`src/rtl/voting_pkg.sv`:
```
// voting_pkg
//   Shared types and constants for the voting tally unit.
//   state_t : session FSM states
//   CMP_*   : one-hot compare encoding, [2]=greater [1]=equal [0]=less
package voting_pkg;

  typedef enum logic [1:0] {
    IDLE  = 2'd0,
    OPEN  = 2'd1,
    TALLY = 2'd2,
    DONE  = 2'd3
  } state_t;

  localparam logic [2:0] CMP_GT = 3'b100;
  localparam logic [2:0] CMP_EQ = 3'b010;
  localparam logic [2:0] CMP_LT = 3'b001;

endpackage

```
`src/rtl/voting_compare.sv`:
```
// voting_compare
//   Combinational magnitude compare of two unsigned W-bit values with a
//   one-hot result.
//   a, b : operands (W bits)
//   y    : CMP_GT if a>b, CMP_EQ if a==b, CMP_LT if a<b
module voting_compare
  import voting_pkg::*;
#(
  parameter int W = 4
) (
  input  logic [W-1:0] a,
  input  logic [W-1:0] b,
  output logic [2:0]   y
);

  always_comb begin
    y = CMP_LT;
    if (a > b) begin
      y = CMP_GT;
    end else if (a == b) begin
      y = CMP_EQ;
    end
  end

endmodule

```
`src/rtl/voting_tally_unit.sv`:
```
// voting_tally_unit
//   Runs one voting session: collects one ballot per voter into
//   per-candidate counters, then scans the counters for the winner and
//   compares the winner's count with a threshold latched at close.
//   clk, rst          : clock, synchronous active-high reset
//   start, close      : open a session (IDLE/DONE) / end it (OPEN)
//   vote_valid, voter_id, cand_id : ballot input
//   threshold         : compare value, sampled with close
//   open              : session accepting ballots
//   accept, reject    : one-cycle ballot outcome, the cycle after vote_valid
//   result_valid      : results below are valid (DONE)
//   winner, winner_count, tie, cmp : session result, zero outside DONE
//
//   state | meaning
//   ------+------------------------------------------------------------
//   IDLE  | after reset, waiting for start
//   OPEN  | accepting ballots until close
//   TALLY | scanning counter k = 0..N_CAND-1, one per cycle
//   DONE  | result held until the next start
module voting_tally_unit
  import voting_pkg::*;
#(
  parameter  int N_VOTERS = 8,
  parameter  int N_CAND   = 4,
  localparam int CNT_W    = $clog2(N_VOTERS + 1),
  localparam int ID_W     = (N_VOTERS > 1) ? $clog2(N_VOTERS) : 1,
  localparam int CID_W    = (N_CAND > 1) ? $clog2(N_CAND) : 1
) (
  input  logic             clk,
  input  logic             rst,
  input  logic             start,
  input  logic             vote_valid,
  input  logic [ID_W-1:0]  voter_id,
  input  logic [CID_W-1:0] cand_id,
  input  logic             close,
  input  logic [CNT_W-1:0] threshold,
  output logic             open,
  output logic             accept,
  output logic             reject,
  output logic             result_valid,
  output logic [CID_W-1:0] winner,
  output logic [CNT_W-1:0] winner_count,
  output logic             tie,
  output logic [2:0]       cmp
);

  state_t                         state_q, state_d;
  logic [N_CAND-1:0][CNT_W-1:0]   cnt_q, cnt_d;
  logic [N_VOTERS-1:0]            voted_q, voted_d;
  logic [CNT_W-1:0]               thr_q, thr_d;
  logic                           accept_q, accept_d;
  logic                           reject_q, reject_d;
  logic [CID_W-1:0]               scan_q, scan_d;
  logic [CNT_W-1:0]               best_q, best_d;
  logic [CID_W-1:0]               winner_q, winner_d;
  logic                           tie_q, tie_d;

  logic                           already_voted;
  logic                           ballot_ok;
  logic [CNT_W-1:0]               scan_cnt;
  logic [2:0]                     cmp_raw;

  // Per-voter / per-candidate loops instead of direct indexing so that
  // out-of-range IDs never address past the end of the arrays.
  always_comb begin
    already_voted = 1'b0;
    for (int i = 0; i < N_VOTERS; i++) begin
      if (voter_id == ID_W'(i)) begin
        already_voted = voted_q[i];
      end
    end
    ballot_ok = (int'(voter_id) < N_VOTERS) && (int'(cand_id) < N_CAND) &&
                !already_voted;
  end

  assign scan_cnt = cnt_q[scan_q];

  always_comb begin
    state_d  = state_q;
    cnt_d    = cnt_q;
    voted_d  = voted_q;
    thr_d    = thr_q;
    accept_d = 1'b0;
    reject_d = 1'b0;
    scan_d   = scan_q;
    best_d   = best_q;
    winner_d = winner_q;
    tie_d    = tie_q;

    case (state_q)
      IDLE, DONE: begin
        if (start) begin
          state_d  = OPEN;
          cnt_d    = '0;
          voted_d  = '0;
          scan_d   = '0;
          best_d   = '0;
          winner_d = '0;
          tie_d    = 1'b0;
        end
      end

      OPEN: begin
        if (vote_valid) begin
          if (ballot_ok) begin
            accept_d = 1'b1;
            for (int i = 0; i < N_VOTERS; i++) begin
              if (voter_id == ID_W'(i)) voted_d[i] = 1'b1;
            end
            for (int c = 0; c < N_CAND; c++) begin
              if (cand_id == CID_W'(c)) cnt_d[c] = cnt_q[c] + CNT_W'(1);
            end
          end else begin
            reject_d = 1'b1;
          end
        end
        // A ballot arriving with close is still counted: the scan only
        // starts on the following cycle, after the counter update lands.
        if (close) begin
          state_d = TALLY;
          thr_d   = threshold;
          scan_d  = '0;
        end
      end

      TALLY: begin
        if (scan_q == '0) begin
          best_d   = scan_cnt;
          winner_d = '0;
          tie_d    = 1'b0;
        end else if (scan_cnt > best_q) begin
          best_d   = scan_cnt;
          winner_d = scan_q;
          tie_d    = 1'b0;
        end else if (scan_cnt == best_q) begin
          tie_d = 1'b1;
        end

        if (scan_q == CID_W'(N_CAND - 1)) begin
          state_d = DONE;
        end else begin
          scan_d = scan_q + CID_W'(1);
        end
      end

      default: state_d = IDLE;
    endcase
  end

  always_ff @(posedge clk) begin
    if (rst) begin
      state_q  <= IDLE;
      cnt_q    <= '0;
      voted_q  <= '0;
      thr_q    <= '0;
      accept_q <= 1'b0;
      reject_q <= 1'b0;
      scan_q   <= '0;
      best_q   <= '0;
      winner_q <= '0;
      tie_q    <= 1'b0;
    end else begin
      state_q  <= state_d;
      cnt_q    <= cnt_d;
      voted_q  <= voted_d;
      thr_q    <= thr_d;
      accept_q <= accept_d;
      reject_q <= reject_d;
      scan_q   <= scan_d;
      best_q   <= best_d;
      winner_q <= winner_d;
      tie_q    <= tie_d;
    end
  end

  voting_compare #(.W(CNT_W)) u_cmp (
    .a (best_q),
    .b (thr_q),
    .y (cmp_raw)
  );

  // Scan registers hold partial results during TALLY; only DONE exposes them.
  assign open         = (state_q == OPEN);
  assign result_valid = (state_q == DONE);
  assign accept       = accept_q;
  assign reject       = reject_q;
  assign winner       = result_valid ? winner_q : '0;
  assign winner_count = result_valid ? best_q   : '0;
  assign tie          = result_valid ? tie_q    : 1'b0;
  assign cmp          = result_valid ? cmp_raw  : 3'b000;

endmodule

```
`config.mk`:
```
export PLATFORM = sky130hd
export DESIGN_NAME = voting_tally_unit
export DESIGN_NICKNAME = d
export VERILOG_FILES = /design/src/rtl/voting_pkg.sv /design/src/rtl/voting_compare.sv /design/src/rtl/voting_tally_unit.sv
export SDC_FILE = /design/constraint.sdc
export NUM_CORES = 1
export LEC_CHECK = 0
export ABC_CLOCK_PERIOD_IN_PS = 3000
export BUFFER_PORTS_ARGS = -buffer_cell sky130_fd_sc_hd__buf_4
export CORE_ASPECT_RATIO = 2
export CORE_MARGIN = 2
export CORE_UTILIZATION = 45
export CTS_BUF_LIST = sky130_fd_sc_hd__clkbuf_4
export DETAILED_ROUTE_END_ITERATION = 8
export PLACE_DENSITY = 0.7
export SYNTH_ARGS = -nofsm -noshare
export SYNTH_HDL_FRONTEND = slang
export SYNTH_SLANG_ARGS = --single-unit
```
`constraint.sdc`:
```
create_clock -name clk -period 3 [get_ports clk]
set_input_delay 0.6 -clock clk [delete_from_list [all_inputs] [get_ports clk]]
set_output_delay 0.6 -clock clk [all_outputs]
set_load 0.1 [all_outputs]
```
==> results.md <==
* Status: finished, final reports clean
* Post-synthesis register bit count at 41
* Post-route ant nets at 0
* Commonest non-fill, non-tap cells in the layout: 41 x dfxtp_1, 29 x buf_4, 20 x nand2_1
* FF-to-FF path depth at 6
* Post-DR wirelength/cell at 14.83 microns
* PnR Total Power at 0.001579 W
* Post-CTS Setup Bufs at 0
* PostCTS Resize Cnt at 0
* Adder-cell area share of the yosys netlist at 9.356%
* Clock power share at 23.3%
* Register area at 820.8 sq um
* Final Instance Area at 2698 sq um
* Startpoint Class: flop
* Final setup fails at 0
* Main combinational cell family by area after synthesis: simple AND/OR/NAND/NOR gates
* Most common cell after layout, fill and taps aside: dfxtp_1
* Post-synth ARST share at 0%
* Hold Crit Class: reg2reg
* Initial Utilization at 46.85%
* Row cnt at 37
* Setup_tns at 0 ns
* Crit-path leading delay family: simple AND/OR/NAND/NOR gates
* Crit path arrival time at 2.05 ns
* Normalized max-slew margin at 50.53%
* Logic pwr share at 38.1%
* Fin. Hold Viols at 0
* Maximum vdd drop at 0.4027 mV
* Vias in the first global route at 1837
* P_sw at 0.0006267 W
* Setup repair after global routing missed its margin: false
* Count of unique library cells instantiated by Yosys at 58
* Post-synth net total at 292
* CP Class: reg2out
* Sequential Power Share at 38.6%
* Max Fclk at 0.3774 GHz
* Core Footprint at 5139 sq um
* GRT overflow at 0
* CP max-delay cell: dfxtp_1
* Hold Path Stages at 2
* CP Depth at 8
* # IOs at 28
* First-pass GRT wire length at 8528 microns
* Mapped Cells at 260
* Post-route DRC violation count at 0
* Clk buf depth at 2
* Die height at 107.4 microns
* Die area at 5986 sq um
* XOR/XNOR Fraction of Synth Area at 1.455%
* Synth Area in Compound Gates at 20.69%
* Synthesis Warnings at 0
* DR vias at 1978
* DR vias/cell at 5.733
* HPWL Detailed at 3966 microns
* Sink Count at 41
* Crit Path Max Fanout at 2
* Initial antenna violation count at 0
* Net count, final at 318
* Area Overhead vs Synth at 12.06%
* DR iter-0 viols at 61
* Min Hold Slack at 0.4587 ns
* Fin crit period at 2.650 ns
* Final WL at 5116 microns
* Die W at 55.72 microns
* Post-synth EDFFs at 0
* Worst-Skew Late Latency at 0.36 ns
* Sequential share of the synthesized area at 34.10%
* Largest net degree at the start of global routing at 17
* Final WS setup at 0.3504 ns
* Power Density at 585.3 nW/um^2
* Crit path largest cell delay at 0.35 ns
* GRT Overall Usage at 18.09%
* Static Leak at 1.101 nW
* Drt pass-1 iters at 4
* Post-Synth Simple-Gate Area at 21.10%
* Worst Setup End Kind: primary output
* Hold_buf cts at 0
* Buf+Inv Stages, Crit Path at 2
* CTS tree: built
* Worst-path clk slew at 0.12 ns
* Critical-path cell list: inv_1 -> ha_1 -> nor2b_1 -> o21ai_0 -> nand2b_1 -> a21oi_1 -> and3_1 -> buf_4
* Total placed instance area at 2619 sq um
* GP Congestion at 0.8001
* Crit path required time at 2.40 ns
* Clock Skew at 0.01116 ns
* Mux contribution to synthesized area at 6.965%
* Num CTS Buffers at 5
* Pint at 0.0009521 W
* Share of cells above drive strength 1 at 19.86%
* Mapped Area at 2407 sq um
* Switch share at 39.70%
* Worst slack at placement at 0.5488 ns
* CTS root buffer: clkbuf_4
* H-tree levels at 2
* # diodes at 0
* Period utilization at 88.32%
* # fillers at 499
* Max Cap Viol at 0
* Final Max Tran Viols at 0
* Area of the multi-input gates at 1436 sq um
* Port bufs at 27
* Synthesized area per cell at 9.259 sq um
* Worst-Margin Slew at 0.7388 ns
* Main synth FF type: dfxtp_1
-- power groups by stage --
stage	logic, W	registers, W	clock network (W)
2_1_floorplan	0.000475	0.000624	0
3_3_place_gp	0.000601	0.000621	0
3_5_place_dp	0.000603	0.000623	0
4_1_cts	0.000607	0.000611	0.000375
5_1_grt	0.000661	0.000616	0.000396
6_report	0.000601	0.000610	0.000368
-- layout make-up --
| class | instances | share of cell area, % |
|---|---|---|
| Multi-Input combinational cell | 190 | 53.25 |
| Clock inverter | 2 | 1.252 |
| Clock buffer | 6 | 1.670 |
| Inverter | 19 | 2.644 |
| Tap cell | 58 | 2.690 |
| Sequential cell | 41 | 30.43 |
| Timing Repair Buffer | 29 | 8.070 |
-- path summary, 6_finish.rpt --
path	startpoint	slack (ns)	to
max reg2reg	scan_q[0]$_SDFFE_PP0P_	0.52	best_q[0]$_SDFFE_PP0P_
min	winner_q[1]$_SDFFE_PP0P_	0.46	winner_q[1]$_SDFFE_PP0P_
max	thr_q[1]$_SDFFE_PP0P_	0.35	cmp[0]
min reg2reg	winner_q[1]$_SDFFE_PP0P_	0.46	winner_q[1]$_SDFFE_PP0P_
-- kinds of logic (layout without fill, tap and decap cells) --
| kind of cell | count (synthesis) | in the layout |
|---|---|---|
| compound gates | 62 | 62 |
| xor+xnor | 4 | 4 |
| fa+ha+maj | 18 | 18 |
| buf+inv | 29 | 56 |
| flops | 41 | 41 |
| mux | 11 | 11 |
| simple gates | 95 | 95 |
-- synth_stat cells (all sizes together), types with 3 or more instances --
| library cell | count | area (sq um) |
|---|---|---|
| inv | 19 | 71.32 |
| xnor2 | 3 | 26.28 |
| nor2 | 19 | 71.32 |
| a22o | 14 | 123.9 |
| o21ai | 5 | 25.02 |
| clkbuf | 6 | 32.53 |
| mux4 | 4 | 90.09 |
| mux2i | 4 | 40.04 |
| buf | 4 | 48.79 |
| and2 | 5 | 32.53 |
| ha | 18 | 225.2 |
| or2b | 3 | 26.28 |
| dfxtp | 41 | 820.8 |
| nand2 | 20 | 75.07 |
| a211oi | 3 | 22.52 |
| a21o | 3 | 22.52 |
| nand4 | 4 | 25.02 |
| nand2b | 10 | 62.56 |
| nand3 | 10 | 50.05 |
| mux2 | 3 | 37.53 |
| nor4 | 4 | 25.02 |
| o31a | 3 | 37.54 |
| a21oi | 13 | 65.06 |
| nor2b | 4 | 25.02 |
| nor3 | 6 | 35.03 |
-- layer usage --
metal	up-vias	GRT usage, %	routed length, microns
met5	-	0	0
met4	0	7.317	89
met3	7	2.644	139
met2	32	36.14	2920
met1	937	17.86	1966
li1	1002	-	-
-- through the flow --
stage          util (%)  cells
6_report          52.50    345
2_1_floorplan         -    260
3_5_place_dp      50.96    337
5_1_grt           52.50    345
3_3_place_gp      50.96    337
4_1_cts           52.50    345
-- registers in the layout, summed over array words and instances, names as in the netlist --
signal / cells
state_q: 2
thr_q: 4
accept: 1
best_q: 4
winner_q: 2
scan_q: 2
reject: 1
tie_q: 1
cnt_q: 16
voted_q: 8
-- worst reg2reg max path, cell delays in order, from the launching register on --
cell	delay, ns
dfxtp_1	0.55
mux4_2	0.58
ha_1	0.32
and4_1	0.24
a21oi_1	0.26
a21oi_1	0.19
a22o_1	0.26
No activity file was read; power rests on OpenSTA's default activity.
